$ cat src/rtl/sparse_pkg.sv
// Shared defaults and types for the sparse encoder.
package sparse_pkg;

  localparam int unsigned LANES  = 8;
  localparam int unsigned DATA_W = 8;
  localparam int unsigned IDX_W  = $clog2(LANES);
  localparam int unsigned NNZ_W  = $clog2(LANES + 1);

  typedef enum logic [0:0] {
    IDLE,
    EMIT
  } state_e;

endpackage

$ cat src/rtl/sparse_compressor_lsb_find.sv
// Lowest-set-bit priority encoder; also reused by the bitmap decoder side.
module lsb_find #(
  parameter int unsigned LANES = sparse_pkg::LANES,
  parameter int unsigned IDX_W = sparse_pkg::IDX_W
) (
  input  logic [LANES-1:0] vec,
  output logic [IDX_W-1:0] idx,
  output logic             any
);

  // Scan from the top so the lowest set bit wins.
  always_comb begin
    idx = '0;
    any = 1'b0;
    for (int i = LANES - 1; i >= 0; i--) begin
      if (vec[i]) begin
        idx = IDX_W'(i);
        any = 1'b1;
      end
    end
  end

endmodule

$ cat src/rtl/sparse_compressor.sv
// Streaming sparse encoder: dense vector in, bitmap plus (value, lane) beats out.
// Optional feature macro SPARSE_ENC_NNZ_EN adds the out_nnz popcount port.
module sparse_compressor #(
  parameter int unsigned LANES  = sparse_pkg::LANES,
  parameter int unsigned DATA_W = sparse_pkg::DATA_W
) (
  input  logic                      clk,
  input  logic                      rst,
  input  logic                      in_valid,
  output logic                      in_ready,
  input  logic [LANES*DATA_W-1:0]   in_data,
  output logic [LANES-1:0]          comp,
  output logic                      out_valid,
  input  logic                      out_ready,
  output logic [DATA_W-1:0]         out_data,
  output logic [$clog2(LANES)-1:0]  out_idx,
  output logic                      out_last,
  output logic                      out_empty
`ifdef SPARSE_ENC_NNZ_EN
  ,
  output logic [$clog2(LANES+1)-1:0] out_nnz
`endif
);

  import sparse_pkg::*;

  localparam int unsigned IW = $clog2(LANES);

  state_e                  state_q, state_d;
  logic [LANES-1:0]        rem_q, rem_d;
  logic [LANES-1:0]        comp_q, comp_d;
  logic [LANES*DATA_W-1:0] data_q, data_d;
  logic [LANES-1:0]        mask;
  logic [DATA_W-1:0]       lanes [LANES];
  logic [IW-1:0]           lsb_idx;
  logic                    lsb_any;
  logic                    single;
  logic                    fire;
  logic                    accept;

  // Nonzero mask of the incoming vector and unpacked view of the latched one.
  always_comb begin
    mask = '0;
    for (int k = 0; k < LANES; k++) begin
      mask[k]  = |in_data[k*DATA_W +: DATA_W];
      lanes[k] = data_q[k*DATA_W +: DATA_W];
    end
  end

  lsb_find #(
    .LANES (LANES),
    .IDX_W (IW)
  ) u_lsb_find (
    .vec (rem_q),
    .idx (lsb_idx),
    .any (lsb_any)
  );

  // Outputs decode from registered state only; rem is zero outside EMIT.
  always_comb begin
    single    = (rem_q & (rem_q - LANES'(1))) == '0;
    out_valid = (state_q == EMIT);
    out_idx   = lsb_idx;
    out_data  = (out_valid && lsb_any) ? lanes[lsb_idx] : '0;
    out_empty = out_valid && (comp_q == '0);
    out_last  = out_valid && (!lsb_any || single);
    comp      = comp_q;
    fire      = out_valid && out_ready;
    in_ready  = !out_valid || (fire && out_last);
    accept    = in_valid && in_ready;
  end

  // Next state: retire the current beat, then a new vector overrides on acceptance.
  always_comb begin
    state_d = state_q;
    rem_d   = rem_q;
    comp_d  = comp_q;
    data_d  = data_q;
    if (fire) begin
      rem_d = rem_q & ~(LANES'(1) << lsb_idx);
      if (out_last) state_d = IDLE;
    end
    if (accept) begin
      state_d = EMIT;
      rem_d   = mask;
      comp_d  = mask;
      data_d  = in_data;
    end
  end

  // State registers.
  always_ff @(posedge clk or negedge rst) begin
    if (!rst) begin
      state_q <= IDLE;
      rem_q   <= '0;
      comp_q  <= '0;
      data_q  <= '0;
    end else begin
      state_q <= state_d;
      rem_q   <= rem_d;
      comp_q  <= comp_d;
      data_q  <= data_d;
    end
  end

`ifdef SPARSE_ENC_NNZ_EN
  logic [$clog2(LANES+1)-1:0] nnz_q, nnz_d;

  // Popcount of the accepted mask, held for the whole vector.
  always_comb begin
    nnz_d = nnz_q;
    if (accept) begin
      nnz_d = '0;
      for (int k = 0; k < LANES; k++) begin
        nnz_d = nnz_d + $bits(nnz_d)'(mask[k]);
      end
    end
  end

  // Nonzero-count register.
  always_ff @(posedge clk or negedge rst) begin
    if (!rst) nnz_q <= '0;
    else      nnz_q <= nnz_d;
  end

  assign out_nnz = nnz_q;
`endif

endmodule

$ cat config.mk
export PLATFORM = sky130hd
export DESIGN_NAME = sparse_compressor
export DESIGN_NICKNAME = d
export VERILOG_FILES = /design/src/rtl/sparse_pkg.sv /design/src/rtl/sparse_compressor_lsb_find.sv /design/src/rtl/sparse_compressor.sv
export SDC_FILE = /design/constraint.sdc
export NUM_CORES = 1
export LEC_CHECK = 0
export BUFFER_PORTS_ARGS = -buffer_cell sky130_fd_sc_hd__buf_2
export CAP_MARGIN = 0
export CORE_MARGIN = 3
export CORE_UTILIZATION = 40
export DETAILED_ROUTE_END_ITERATION = 10
export GPL_TIMING_DRIVEN = 1
export SLEW_MARGIN = 20
export SYNTH_ARGS = -nofsm -noshare
export SYNTH_HDL_FRONTEND = slang
export SYNTH_SLANG_ARGS = --single-unit
$ cat constraint.sdc
create_clock -name clk -period 3.84 [get_ports clk]
set_clock_uncertainty 0.1 [all_clocks]
set_input_delay 0.768 -clock clk [delete_from_list [all_inputs] [get_ports clk]]
set_output_delay 0.768 -clock clk [all_outputs]
set_load 0.03 [all_outputs]
After elaboration in Yosys (flattened, before gate mapping)
Cells that the tools add are included.

word-level totals
  flip-flop bits (word level) = 81
  input bits = 68
  output and inout bits = 23
  logic and storage cells = 59

cells by class
  add/subtract/negate cells = 1
  $lt $le $gt $ge = 1
  shift operators = 1
  mux-type cells = 25
  bitwise gates (word level) = 4
  reduce and logical (&&, ||, !) cells = 23

operators with widths
  kind                                                       count
  OR reduction 8 bit                                         8
  two-way mux 8 bit                                          5
  binary-select mux 8 bit (select 3 bit)                     1
  two-way mux 3 bit                                          8
  bitwise AND 8 bit                                          2
  zero test 8 bit                                            2
  two-way mux 1 bit                                          11
  inverter 8 bit                                             1
  << shifter 1 x 3 -> 8 bit (first input constant)           1
  subtractor 8 x 1 -> 8 bit (second input constant)          1
  logical AND 1 bit                                          6
  greater-or-equal comparator 4 bit (second input constant)  1
  inverter 3 -> 4 bit                                        1
  nonzero test 2 bit                                         2
  zero test 1 bit                                            2
  logical OR 1 bit                                           2
  AND reduction 2 bit                                        1

Logic depth before layout (Yosys ltp)
  depth in word-level cells = 16
  depth in mapped cells = 10
  mapped depth without buffers = 6

Cells and area by module
Synthesis repeated with hierarchy kept, for this count alone.

unflattened totals
  cell total of the unflattened synthesis = 286
  area, all modules = 3976.3 sq um

modules (own cells, without submodules)
  module             instances  cells each  area each (sq um)  seq. area each (sq um)
  sparse_compressor  1          273         3896.2             2026.9
  lsb_find           1          13          80.1               0.0

Worst setup path after synthesis
No wires, ideal clock.

  path type = flip-flop to output port
  start point = register rem_q[2]
  end point = output out_data[0]
  arrival = 2.487 ns
  data required time = 2.972 ns
  path slack = 0.485 ns
  stages on the path, launching flop included = 8
  buffers on the path = 1
  path through = dfrtp_1 buf_6 or4_4 a21oi_1 nand2_1 a211oi_1 o21ai_0 nand2_1

on the way
  word-level cells in the longest chain between the ends = 8
  elaborated cells between the ends (all ways) = 12
  those cells by class = mux: 10; bitwise: 1; reduce/logical: 1

RTL lines
  what                                                   line                              RTL
  from (decl)                                            sparse_compressor.sv:30           logic [LANES-1:0] rem_q, rem_d;
  from (signal assigned)                                 sparse_compressor.sv:100          rem_q <= rem_d;
  two-way mux 3 bit (3 in series)                        sparse_compressor_lsb_find.sv:16  if (vec[i]) begin
  net out_idx[2]                                         sparse_compressor.sv:16           output logic [$clog2(LANES)-1:0] out_idx,
  inverter 3 -> 4 bit (implied by the code)              sparse_compressor.sv:64           out_data = (out_valid && lsb_any) ? lanes[lsb_idx] : '0;
  binary-select mux 8 bit (select 3 bit)                 sparse_compressor.sv:64
  two-way mux 8 bit (implied by the code) (2 in series)  sparse_compressor.sv:64
  two-way mux 8 bit                                      sparse_compressor.sv:64
  to (decl)                                              sparse_compressor.sv:15           output logic [DATA_W-1:0] out_data,

The timed path passes the listed nets, and every way through them passes these cells. The select of a mux whose other input is x is not followed.

Final worst setup path
  start point = register rem_q[3]
  end point = output out_data[7]

on the way
  word-level cells in the longest chain between the ends = 9
  elaborated cells between the ends (all ways) = 14
  those cells by class = mux: 12; bitwise: 1; reduce/logical: 1

RTL lines
  what                                                   line
  two-way mux 3 bit (4 in series)                        sparse_compressor_lsb_find.sv:16
  inverter 3 -> 4 bit (implied by the code)              sparse_compressor.sv:64
  binary-select mux 8 bit (select 3 bit)                 sparse_compressor.sv:64
  two-way mux 8 bit (implied by the code) (2 in series)  sparse_compressor.sv:64
  two-way mux 8 bit (*)                                  sparse_compressor.sv:64

Mark *: on every way between the ends. The rest lies on a longest branch, timed or not. The select of a mux whose other input is x is not followed.

==> reports/results.txt <==
gr ovfl total: 0
first-pass GRT wire length: 17350 um
Critical Path Sink Type: primary output
Reg-to-Reg Start: rem_q[4]$_DFFE_PN0P_
Worst Path Arrival: 2.65 ns
CP startpoint kind: flop
critical path type: flop to primary output
Max IR drop VDD: 0.6801 mV
core area: 9503 um2
Yosys top cell by area: dfrtp_1
fill count: 976
Placed Cells incl. Taps: 684
Post-Syn Area per Cell: 8.337 um2
R2R cell count: 7
Clk pin slew, worst setup/hold paths: 0.08 ns
Port Buf Inserts: 90
Die Footprint: 11260 um2
Via Count: 3531
global-route usage over all layers: 19.67%
Final setup viols: 0
Final Cycle Share: 91.68%
Max Cap Viol: 0
footprint of the multi-input gates: 1770 um2
fin nets: 634
Post-CTS Setup Bufs: 0
clock sink total: 81
Syn Inst Count: 481
Synth Flop Type: dfrtp_1
Slew HR: 50.58%
Logic pwr share: 54.4%
pin count of the biggest net entering global routing: 82
Sequential Area: 2027 um2
antenna violations before repair: 0
DRT antenna net count: 0
DRT Pass-1 Iters: 4
clock power share: 12.8%
sequential element share of the synthesized area: 50.55%
Switch Pwr: 2.309 mW
vias in the first global route: 3468
Cell Int Power: 2.426 mW
FF+latch count, synth: 81
vias per inst: 5.052
Finished Layout Cells: 699
initial core utilization: 42.20%
dominant cell by count in the synthesized netlist: nand2_1
Site Rows: 35
Ports: 91
crit path launch: rem_q[3]$_DFFE_PN0P_
Post-synth top cells: nand2_1, dfrtp_1, o21ai_0
min cycle time layout: 3.520 ns
routed wire length per instance: 15.37 um
synth warn: 0
Switching Share: 48.76%
power share of the sequential group: 32.8%
Async SR Flop Fraction: 100.0%
Layout Area Growth over Synthesis: 17.63%
Post-synth EDFFs: 0
CTS Buffer Depth: 2
Net Count, Synth: 549
layout cells sized above 1: 21.05%
post-synth top area share: 50.55%
fmax: 0.2841 GHz
initial drt markers: 126
CTS HTree Levels: 3
pwr/cell area: 1004 nW/um2
Hold WC Path Type: input port to asynchronous set/reset pin
Syn Std Cell Area: 4010 um2
total CTS buffers: 9
status: completed
# DRC: 0
CTS root buf: clkbuf_8
Setup TNS Final: 0 ns
Max Slew Vio Count: 0
hold_buf cts: 0
Antenna Cells: 0
fin worst setup slack: 0.3195 ns
Pleak: 2.505 nW
worst-margin pin slew: 0.7412 ns
Die W: 106.1 um
DPL Wire Length: 8082 um
crit-path max FO: 7
CTS tree: built
RSZ-0062 raised after global routing: no
final hold vios: 0
die height: 106.1 um
Setup Slack @ Placement: 0.6689 ns
Yosys cell types: 41
routability cong.: 0.8989
synth top area cells: dfrtp_1, nand2_1, mux2i_1
WP data required: 2.97 ns
Routed WL: 10750 um
Clk Latency, worst-skew pair: 0.36 ns
==> critical path: stages, from the launching register on <==
cell	delay (ns)
dfrtp_1	0.44
or4_4	0.59
a21oi_1	0.30
nand2_2	0.20
a211oi_1	0.30
o21ai_0	0.14
nand2_1	0.12
buf_2	0.20
==> sequential cells by signal, indices dropped and copies added (netlist names) <==
name and count:
comp 8, data_q 64, out_valid 1, rem_q 8
==> power by group through the flow <==
| stage | Clock (mW) | Sequential [mW] | Combinational, mW |
|---|---|---|---|
| 4_1_cts | 0.628 | 1.56 | 2.60 |
| 6_report | 0.607 | 1.55 | 2.58 |
| 3_3_place_gp | 0 | 1.56 | 2.56 |
| 5_1_grt | 0.662 | 1.61 | 2.86 |
| 3_5_place_dp | 0 | 1.57 | 2.59 |
| 2_1_floorplan | 0 | 1.54 | 1.90 |
==> kinds of logic after synthesis <==
| logic type | synth area share, % |
|---|---|
| buf+inv | 5.397 |
| fa+ha+maj | 0.4992 |
| simple gates | 27.18 |
| flops | 50.55 |
| compound gates | 12.36 |
| mux | 4.025 |
==> metal layers <==
layer	part of all wire, %	track usage, %
met5	0	0
met4	2.1	6.198
met3	4.6	4.372
met2	48	31.72
met1	46	26.38
==> path summary, 6_finish.rpt <==
check	slack (ns)	to
min in group clk	0.38	data_q[12]$_DFFE_PN0P_
max reg2reg	1.24	data_q[56]$_DFFE_PN0P_
min	0.35	data_q[17]$_DFFE_PN0P_
max in group asynchronous	2.79	out_valid$_DFFE_PN0P_
max	0.32	out_data[7]
min reg2reg	0.38	data_q[12]$_DFFE_PN0P_
==> layout by cell type, fill, tap and decap left out, types with 2 or more instances in the layout <==
cell and instances:
o21ai_0 26, buf_4 8, clkbuf_1 2, nand2b_1 2, dfrtp_1 81, a21oi_1 11
nor4_1 17, a22oi_1 7, inv_1 15, maj3_1 2, a211oi_1 7, buf_2 89
clkbuf_8 9, or3_1 2, mux2i_1 15, o21ai_1 9, nor2b_1 3, nand2_1 220
nor2_1 15, nand2_2 2, clkinvlp_4 2, o211ai_1 3
==> per-stage QoR <==
| stage | util [%] | area [um2] | total power [mW] | hold slack, ns |
|---|---|---|---|---|
| after floorplan | - | 4010 | 3.442 | 0.3379 |
| after global placement | 47.62 | 4526 | 4.120 | 0.3548 |
| after detailed placement | 47.62 | 4526 | 4.163 | 0.3578 |
| after CTS | 49.57 | 4711 | 4.784 | 0.3763 |
| after global routing | 49.64 | 4717 | 5.126 | 0.3901 |
| final | 49.64 | 4717 | 4.735 | 0.3503 |
==> layout make-up <==
| class | count | share of cell area (%) |
|---|---|---|
| flip-flops and latches | 81 | 42.97 |
| repair buffers | 98 | 10.95 |
| clock inverters | 4 | 1.141 |
| clock buffers | 11 | 2.785 |
| inverters | 15 | 1.194 |
| multi-input cells | 361 | 37.53 |
| well taps | 129 | 3.422 |
==> what timing repair did <==
item / CTS / global route
gates resized for setup: 0 / 1
endpoints found under the hold margin: 0 / 0
endpoints found under the setup margin: 0 / 1
No activity file was read; power rests on OpenSTA's default activity.
